### src/rtl/press_generator.sv
// Press generator: turns single-cycle requests into fixed-width press pulses
// separated by a minimum gap, queueing requests that arrive while busy.
module press_generator #(
    parameter int HOLD_CYCLES = 8,
    parameter int GAP_CYCLES  = 4,
    parameter int PEND_W      = 4
) (
    input  logic              clk,
    input  logic              reset,
    input  logic              req,
    output logic              press_out,
    output logic              busy,
    output logic [PEND_W-1:0] pending,
    output logic              done,
    output logic              overflow
);

    localparam int MAXC = (HOLD_CYCLES > GAP_CYCLES) ? HOLD_CYCLES : GAP_CYCLES;
    localparam int TW   = (MAXC > 1) ? $clog2(MAXC) : 1;

    localparam logic [TW-1:0]     HOLD_LD  = TW'(HOLD_CYCLES - 1);
    localparam logic [TW-1:0]     GAP_LD   = TW'(GAP_CYCLES - 1);
    localparam logic [PEND_W-1:0] PEND_MAX = '1;

    typedef enum logic [1:0] {
        IDLE = 2'd0,
        HOLD = 2'd1,
        GAP  = 2'd2
    } state_t;

    state_t            state_q, state_d;
    logic [TW-1:0]     timer_q, timer_d;
    logic [PEND_W-1:0] pend_q, pend_d;
    logic              press_q, press_d;
    logic              busy_q, busy_d;
    logic              done_q, done_d;
    logic              ovf_q, ovf_d;

    logic last;
    logic deq;
    logic direct;
    logic enq;

    assign last = (timer_q == '0);

    always_comb begin
        state_d = state_q;
        timer_d = timer_q;
        done_d  = 1'b0;
        deq     = 1'b0;
        direct  = 1'b0;
        unique case (state_q)
            IDLE: begin
                if (req) begin
                    state_d = HOLD;
                    timer_d = HOLD_LD;
                end
            end
            HOLD: begin
                if (last) begin
                    state_d = GAP;
                    timer_d = GAP_LD;
                    done_d  = 1'b1;
                end else begin
                    timer_d = timer_q - TW'(1);
                end
            end
            GAP: begin
                if (last) begin
                    // Queued work takes priority; a fresh req is only
                    // consumed directly when nothing is waiting.
                    if (pend_q != '0) begin
                        state_d = HOLD;
                        timer_d = HOLD_LD;
                        deq     = 1'b1;
                    end else if (req) begin
                        state_d = HOLD;
                        timer_d = HOLD_LD;
                        direct  = 1'b1;
                    end else begin
                        state_d = IDLE;
                        timer_d = '0;
                    end
                end else begin
                    timer_d = timer_q - TW'(1);
                end
            end
            default: begin
                state_d = IDLE;
                timer_d = '0;
            end
        endcase
    end

    assign enq = req && (state_q != IDLE) && !direct;

    always_comb begin
        pend_d = pend_q;
        ovf_d  = 1'b0;
        unique case ({enq, deq})
            2'b10: begin
                if (pend_q == PEND_MAX) begin
                    ovf_d = 1'b1;
                end else begin
                    pend_d = pend_q + PEND_W'(1);
                end
            end
            2'b01:   pend_d = pend_q - PEND_W'(1);
            default: pend_d = pend_q;
        endcase
    end

    assign press_d = (state_d == HOLD);
    assign busy_d  = (state_d != IDLE);

    always_ff @(posedge clk) begin
        if (reset) begin
            state_q <= IDLE;
            timer_q <= '0;
            pend_q  <= '0;
            press_q <= 1'b0;
            busy_q  <= 1'b0;
            done_q  <= 1'b0;
            ovf_q   <= 1'b0;
        end else begin
            state_q <= state_d;
            timer_q <= timer_d;
            pend_q  <= pend_d;
            press_q <= press_d;
            busy_q  <= busy_d;
            done_q  <= done_d;
            ovf_q   <= ovf_d;
        end
    end

    assign press_out = press_q;
    assign busy      = busy_q;
    assign pending   = pend_q;
    assign done      = done_q;
    assign overflow  = ovf_q;

    // Nothing may be left queued once the block has gone idle.
    a_idle_empty: assert property (@(posedge clk) disable iff (reset)
        (state_q == IDLE) |-> (pend_q == '0));

    a_busy_state: assert property (@(posedge clk) disable iff (reset)
        busy_q == (state_q != IDLE));

endmodule
### config.mk
export PLATFORM = sky130hd
export DESIGN_NAME = press_generator
export DESIGN_NICKNAME = d
export VERILOG_FILES = /design/src/rtl/press_generator.sv
export SDC_FILE = /design/constraint.sdc
export NUM_CORES = 1
export LEC_CHECK = 0
export ABC_CLOCK_PERIOD_IN_PS = 2200
export BUFFER_PORTS_ARGS = -buffer_cell sky130_fd_sc_hd__buf_2
export CORE_AREA = 2 2 40 42
export DETAILED_ROUTE_END_ITERATION = 8
export DIE_AREA = 0 0 42 44
export PLACE_DENSITY = 0.7
export SLEW_MARGIN = 15
export SYNTH_ARGS = -nofsm -noshare
export SYNTH_HDL_FRONTEND = slang
export SYNTH_SLANG_ARGS = --single-unit
### constraint.sdc
create_clock -name clk -period 2.2 [get_ports clk]
set_input_delay 0 -clock clk [delete_from_list [all_inputs] [get_ports clk]]
set_output_delay 0 -clock clk [all_outputs]
set_load 0.02 [all_outputs]
Yosys cells after proc, flatten, opt, wreduce, memory -nomap -nowiden. Index checks and enable logic that the tools add are counted.

Reductions and logical operators: 12. Multiply operators: 0. Magnitude comparators: 0. Div/mod/pow operators: 0. Shift-type cells: 0. Bitwise gates (word level): 2. Add/subtract/negate cells: 3. Multiplexer cells: 23. Equal/unequal tests: 8.

Operators by type and width (number): $mux 3 (5); $mux 1 (11); $pmux 3 s3 (1); $pmux 4 s2 (1); $eq 2x1->1 const B (3); $mux 2 (3); $pmux 2 s3 (1); $reduce_bool 2->1 (3); $add 4x1->4 const B (1); $eq 2x2->1 const B (2); $eq 4x4->1 const B (1); $mux 4 (1); $ne 2x2->1 const B (2); $reduce_bool 4->1 (1); $reduce_or 2->1 (2); $sub 4x1->4 const B (1); $logic_not 3->1 (1); $sub 3x1->3 const B (1); $logic_and 1x1->1 (2); $logic_not 2->1 (1); $not 1->1 (2); $reduce_and 2->1 (1); $logic_not 1->1 (1).

Logic and storage cells: 55. Input port bits: 3. Latch bits: 0. Register bits: 13. Memory bits (read-only): 0. Bits in writable memories: 0. Output and inout bits: 8. Memories kept: 0.

Longest topological paths before layout.
Depth after elaboration: 9. Gate-level depth with buffers: 11. Mapped depth without buffers: 11.

Worst setup path before layout. OpenSTA, ideal clock, no wires.

Path type: reg2reg. Start: reg timer_q[0]. End: reg pend_q[2] (netlist: pending[2]). Data arrival time: 1.913 ns. Buffers on the path: 0. Clock period less this slack: 1.991 ns. Stages on the path, launching flop included: 12. Slack: 0.209 ns. Cell sequence: dfxtp_1 -> inv_1 -> ha_1 -> ha_1 -> and4bb_2 -> nand2_1 -> xnor2_1 -> ha_1 -> nor2_1 -> nand3_1 -> and3b_1 -> nor3_1.

Cells in the longest elaborated chain, start to end: 8. Elaborated cells between the ends (all ways): 13.

Ends and longest elaborated chain: from (decl) (line 32) `logic [TW-1:0] timer_q, timer_d;`; from (signal assigned) (line 127) `timer_q <= timer_d;`; $logic_not 3->1 (*) (line 44) `assign last = (timer_q == '0);`; net last (line 39) `logic last;`; $mux 1 (line 69) `if (last) begin`; $mux 1 (line 52) `unique case (state_q)`; $logic_not 1->1 (line 95) `assign enq = req && (state_q != IDLE) && !direct;`; $logic_and 1x1->1 (line 95); $eq 2x2->1 / $eq 2x1->1 (equally long branches) (line 100) `unique case ({enq, deq})`; $ne 2x2->1 (no source line) / $reduce_bool 2->1 (equally long branches); $reduce_and 2->1 (no source line); to (signal assigned) (line 128) `pend_q <= pend_d;`; to (decl) (line 33) `logic [PEND_W-1:0] pend_q, pend_d;`.

Mark *: on every way through the listed nets, which the timed path passes. The rest lies on a longest branch. A chain may end at the register's enable or synchronous reset.

Worst setup path in the final report. Same ends and word-level chain as after synthesis.

==> impl_metrics.yaml <==
synthesis:
  synthTopCellsByCount: "13 x dfxtp_1, 7 x inv_1, 5 x nor2_1, 5 x nor3_1, 4 x ha_1"
  syn_nets: 79
  synth_top_cell_by_area: "dfxtp_1"
  synth_top_area_share_pct: 38.6
  synth.avg_cell_area_um2: 9.37
  ys_seq_area_share_pct: 38.6
  yosys_warnings: 0
  ys_ff_latch: 13
  synthXorXnorAreaFrac_pct: 1.30
  synth_compound_area_share_pct: 18.4
  synthAdderAreaFrac_pct: 7.42
  yosys.cell_count.top_type: "dfxtp_1"
  synthMuxAreaShare_pct: 3.15
  synth_cells: 72
  synth_area_leaders: "dfxtp_1 39%, ha_1 7.4%, inv_1 3.9%"
  synth_simple_gate_area_share_pct: 24.3
  synth_edf_count: 0
  async_flop_share_pct: 0
  synth_area_um2: 674
  synth_top_family_by_area: "simple AND/OR/NAND/NOR gates"
  ys_types: 35
  synthFlopType: "dfxtp_1"
clock_network:
  clkSinkCount: 13
  cts_setup_buffers: 0
  path_clk_slew_ps: 80
  clkLatencyLatePin_ps: 270
  clockBufferDepth: 2
  ctsResizeCount: 0
  htree_levels: 1
  hold_buffers: 0
  cts_inserted_buffers: 3
  cts_root_buf: "clkbuf_4"
  cts_tree: "done"
setup_path:
  required_ps: 2400
  reg2reg_from: "timer_q[0]$_SDFFE_PP0P_"
  path_max_fanout: 3
  cp-start-kind: "flop"
  endpoint_kind: "flop"
  cp.arrival_ps: 2230
  cp-startpoint: "timer_q[0]$_SDFFE_PP0P_"
  path_class: "reg2reg"
grt:
  antenna_found_initial: 0
  grt_pass1_wl_um: 2100
  grt_max_degree: 13
  grt_util_all_layers_pct: 15.2
  grt-ovfl-total: 0
  grt_pass1_vias: 516
sta:
  holdWs_ps: 61.6
  rsz0062_at_grt: "false"
  setup_tns_ps: 0
  skew_ps: 7.52
  post-route-min-period_ps: 2030
  final_max_slew_viol_count: 0
  max-slew-margin-rel_pct: 63.8
  clock.fmax_mhz: 493
  setup_viol: 0
  worstMarginPinSlew_ps: 539
  hold_violations: 0
  final.period_utilization_pct: 92.3
route:
  drt-initial-drc-count: 14
  ant_nets: 0
  routed_wl_um: 1240
  vias: 561
  drc: 0
  vias_per_cell: 5.50
  routedWlPerCell_um: 12.1
  firstDrtPassIters: 4
power:
  clockPowerShare_pct: 25.4
  total_power_w: 0.000575
  pwr_density_cell_nw_per_um2: 743
  p_switching_w: 0.000178
  pwr-share-comb_pct: 26.1
  irDropWorstVdd_v: 0.000450
  swShare_pct: 30.9
  power.leakage_nw: 0.332
  p_seq_share_pct: 48.5
  p_int_w: 0.000397
outcome:
  status: "finished, final reports clean"
floorplanning:
  fp.dieH_um: 44
  fp.dieArea_um2: 1850
  core_um2: 1420
  start_util_pct: 47.5
  num_rows: 14
  io_pins: 11
  die_w_um: 42
layout:
  syn2layout_area_growth_pct: 14.7
  drive_above_1_share_pct: 25.6
  antenna_cells: 0
  nNetsFinal: 94
min_path:
  min-delay-start: "reset"
  min_path_type: "in2reg"
placed_design:
  dp.final_hpwl_um: 907
  gp_congestion: 0.728
  portBuffers: 10
run:
  maxCapViolations: 0
flip-flops by register name, indices dropped and copies added, names as in the netlist:
signal / flops
pending: 4
timer_q: 3
state_q: 2
busy: 1
done: 1
overflow: 1
press_out: 1
area by class of cell:
type / instances / area (µm²)
Clock buffer: 4 / 26.3
Timing Repair Buffer: 13 / 72.6
Inverter: 7 / 26.3
Fill cell: 134 / 646
Sequential cell: 13 / 260
Tap cell: 16 / 20.0
Multi-Input combinational cell: 49 / 368
worst max-delay path: stages (launching register included):
cell      delay, ps
dfxtp_1         300
inv_1            80
ha_1            180
ha_1            160
and4bb_2        270
nand2_1         100
xnor2_1         140
ha_1            200
nor2_1           90
nand3_1          90
and3b_1         180
nor3_1          170
cells by family (layout without fill, tap and decap cells):
family / count (synthesis) / in the layout
AO/OA/AOI/OAI: 15 / 15
XOR/XNOR: 1 / 1
adder cells (fa/ha/maj): 4 / 4
buffers and inverters: 10 / 24
flip-flops: 13 / 13
multiplexers: 2 / 2
AND/OR/NAND/NOR: 27 / 27
metrics by stage:
step           instance area, µm²  util [%]  instances  worst slack (ps)
2_1_floorplan                 674         -         72               209
3_3_place_gp                  747      52.6         98               234
3_5_place_dp                  747      52.6         98               186
4_1_cts                       773      54.5        102               156
5_1_grt                       773      54.5        102              15.4
6_report                      773      54.5        102               170
layout by cell type (no fill, tap or decap):
cell type / n
and3_2: 1
dfxtp_1: 13
xnor2_1: 1
nor2_1: 5
nor3b_1: 2
o21ai_0: 2
nand3_1: 1
ha_1: 4
o21ai_2: 1
and2_1: 2
a221oi_1: 1
nand2b_1: 1
or4_4: 1
a21boi_0: 1
a2111oi_0: 1
nor3_1: 5
nand2_1: 2
nand4b_1: 1
inv_1: 7
mux2i_1: 1
a211oi_1: 2
o211ai_1: 2
mux2_2: 1
a311oi_1: 1
buf_2: 10
a41o_1: 1
clkbuf_1: 1
o2111ai_1: 1
buf_4: 3
and3b_1: 1
nand4_1: 1
clkbuf_4: 3
nor2b_1: 2
a21o_1: 1
and4bb_2: 1
a2111oi_2: 1
or2_1: 1
layer usage:
metal / up-vias / track usage, % / routed length, µm
met5: - / 0 / 0
met4: 0 / 9.68 / 13
met3: 2 / 2.50 / 40
met2: 10 / 24.7 / 611
met1: 257 / 18.7 / 571
li1: 292 / - / -
final timing paths:
path,end,slack (ps),depth (start not counted)
max,pending[2]$_SDFFE_PP0P_,170,11
min reg2reg,timer_q[1]$_SDFFE_PP0P_,490,2
min,overflow$_SDFF_PP0_,60,2
max reg2reg,pending[2]$_SDFFE_PP0P_,170,11
power by group through the flow:
stage          Combinational, W  Sequential [W]  Clock (W)
6_report               0.000150        0.000279   0.000146
5_1_grt                0.000171        0.000283   0.000157
4_1_cts                0.000152        0.000279   0.000149
3_5_place_dp           0.000152        0.000284          0
3_3_place_gp           0.000149        0.000283          0
2_1_floorplan          0.000106        0.000290          0
Note: power is estimated with default switching activity, not from simulation.
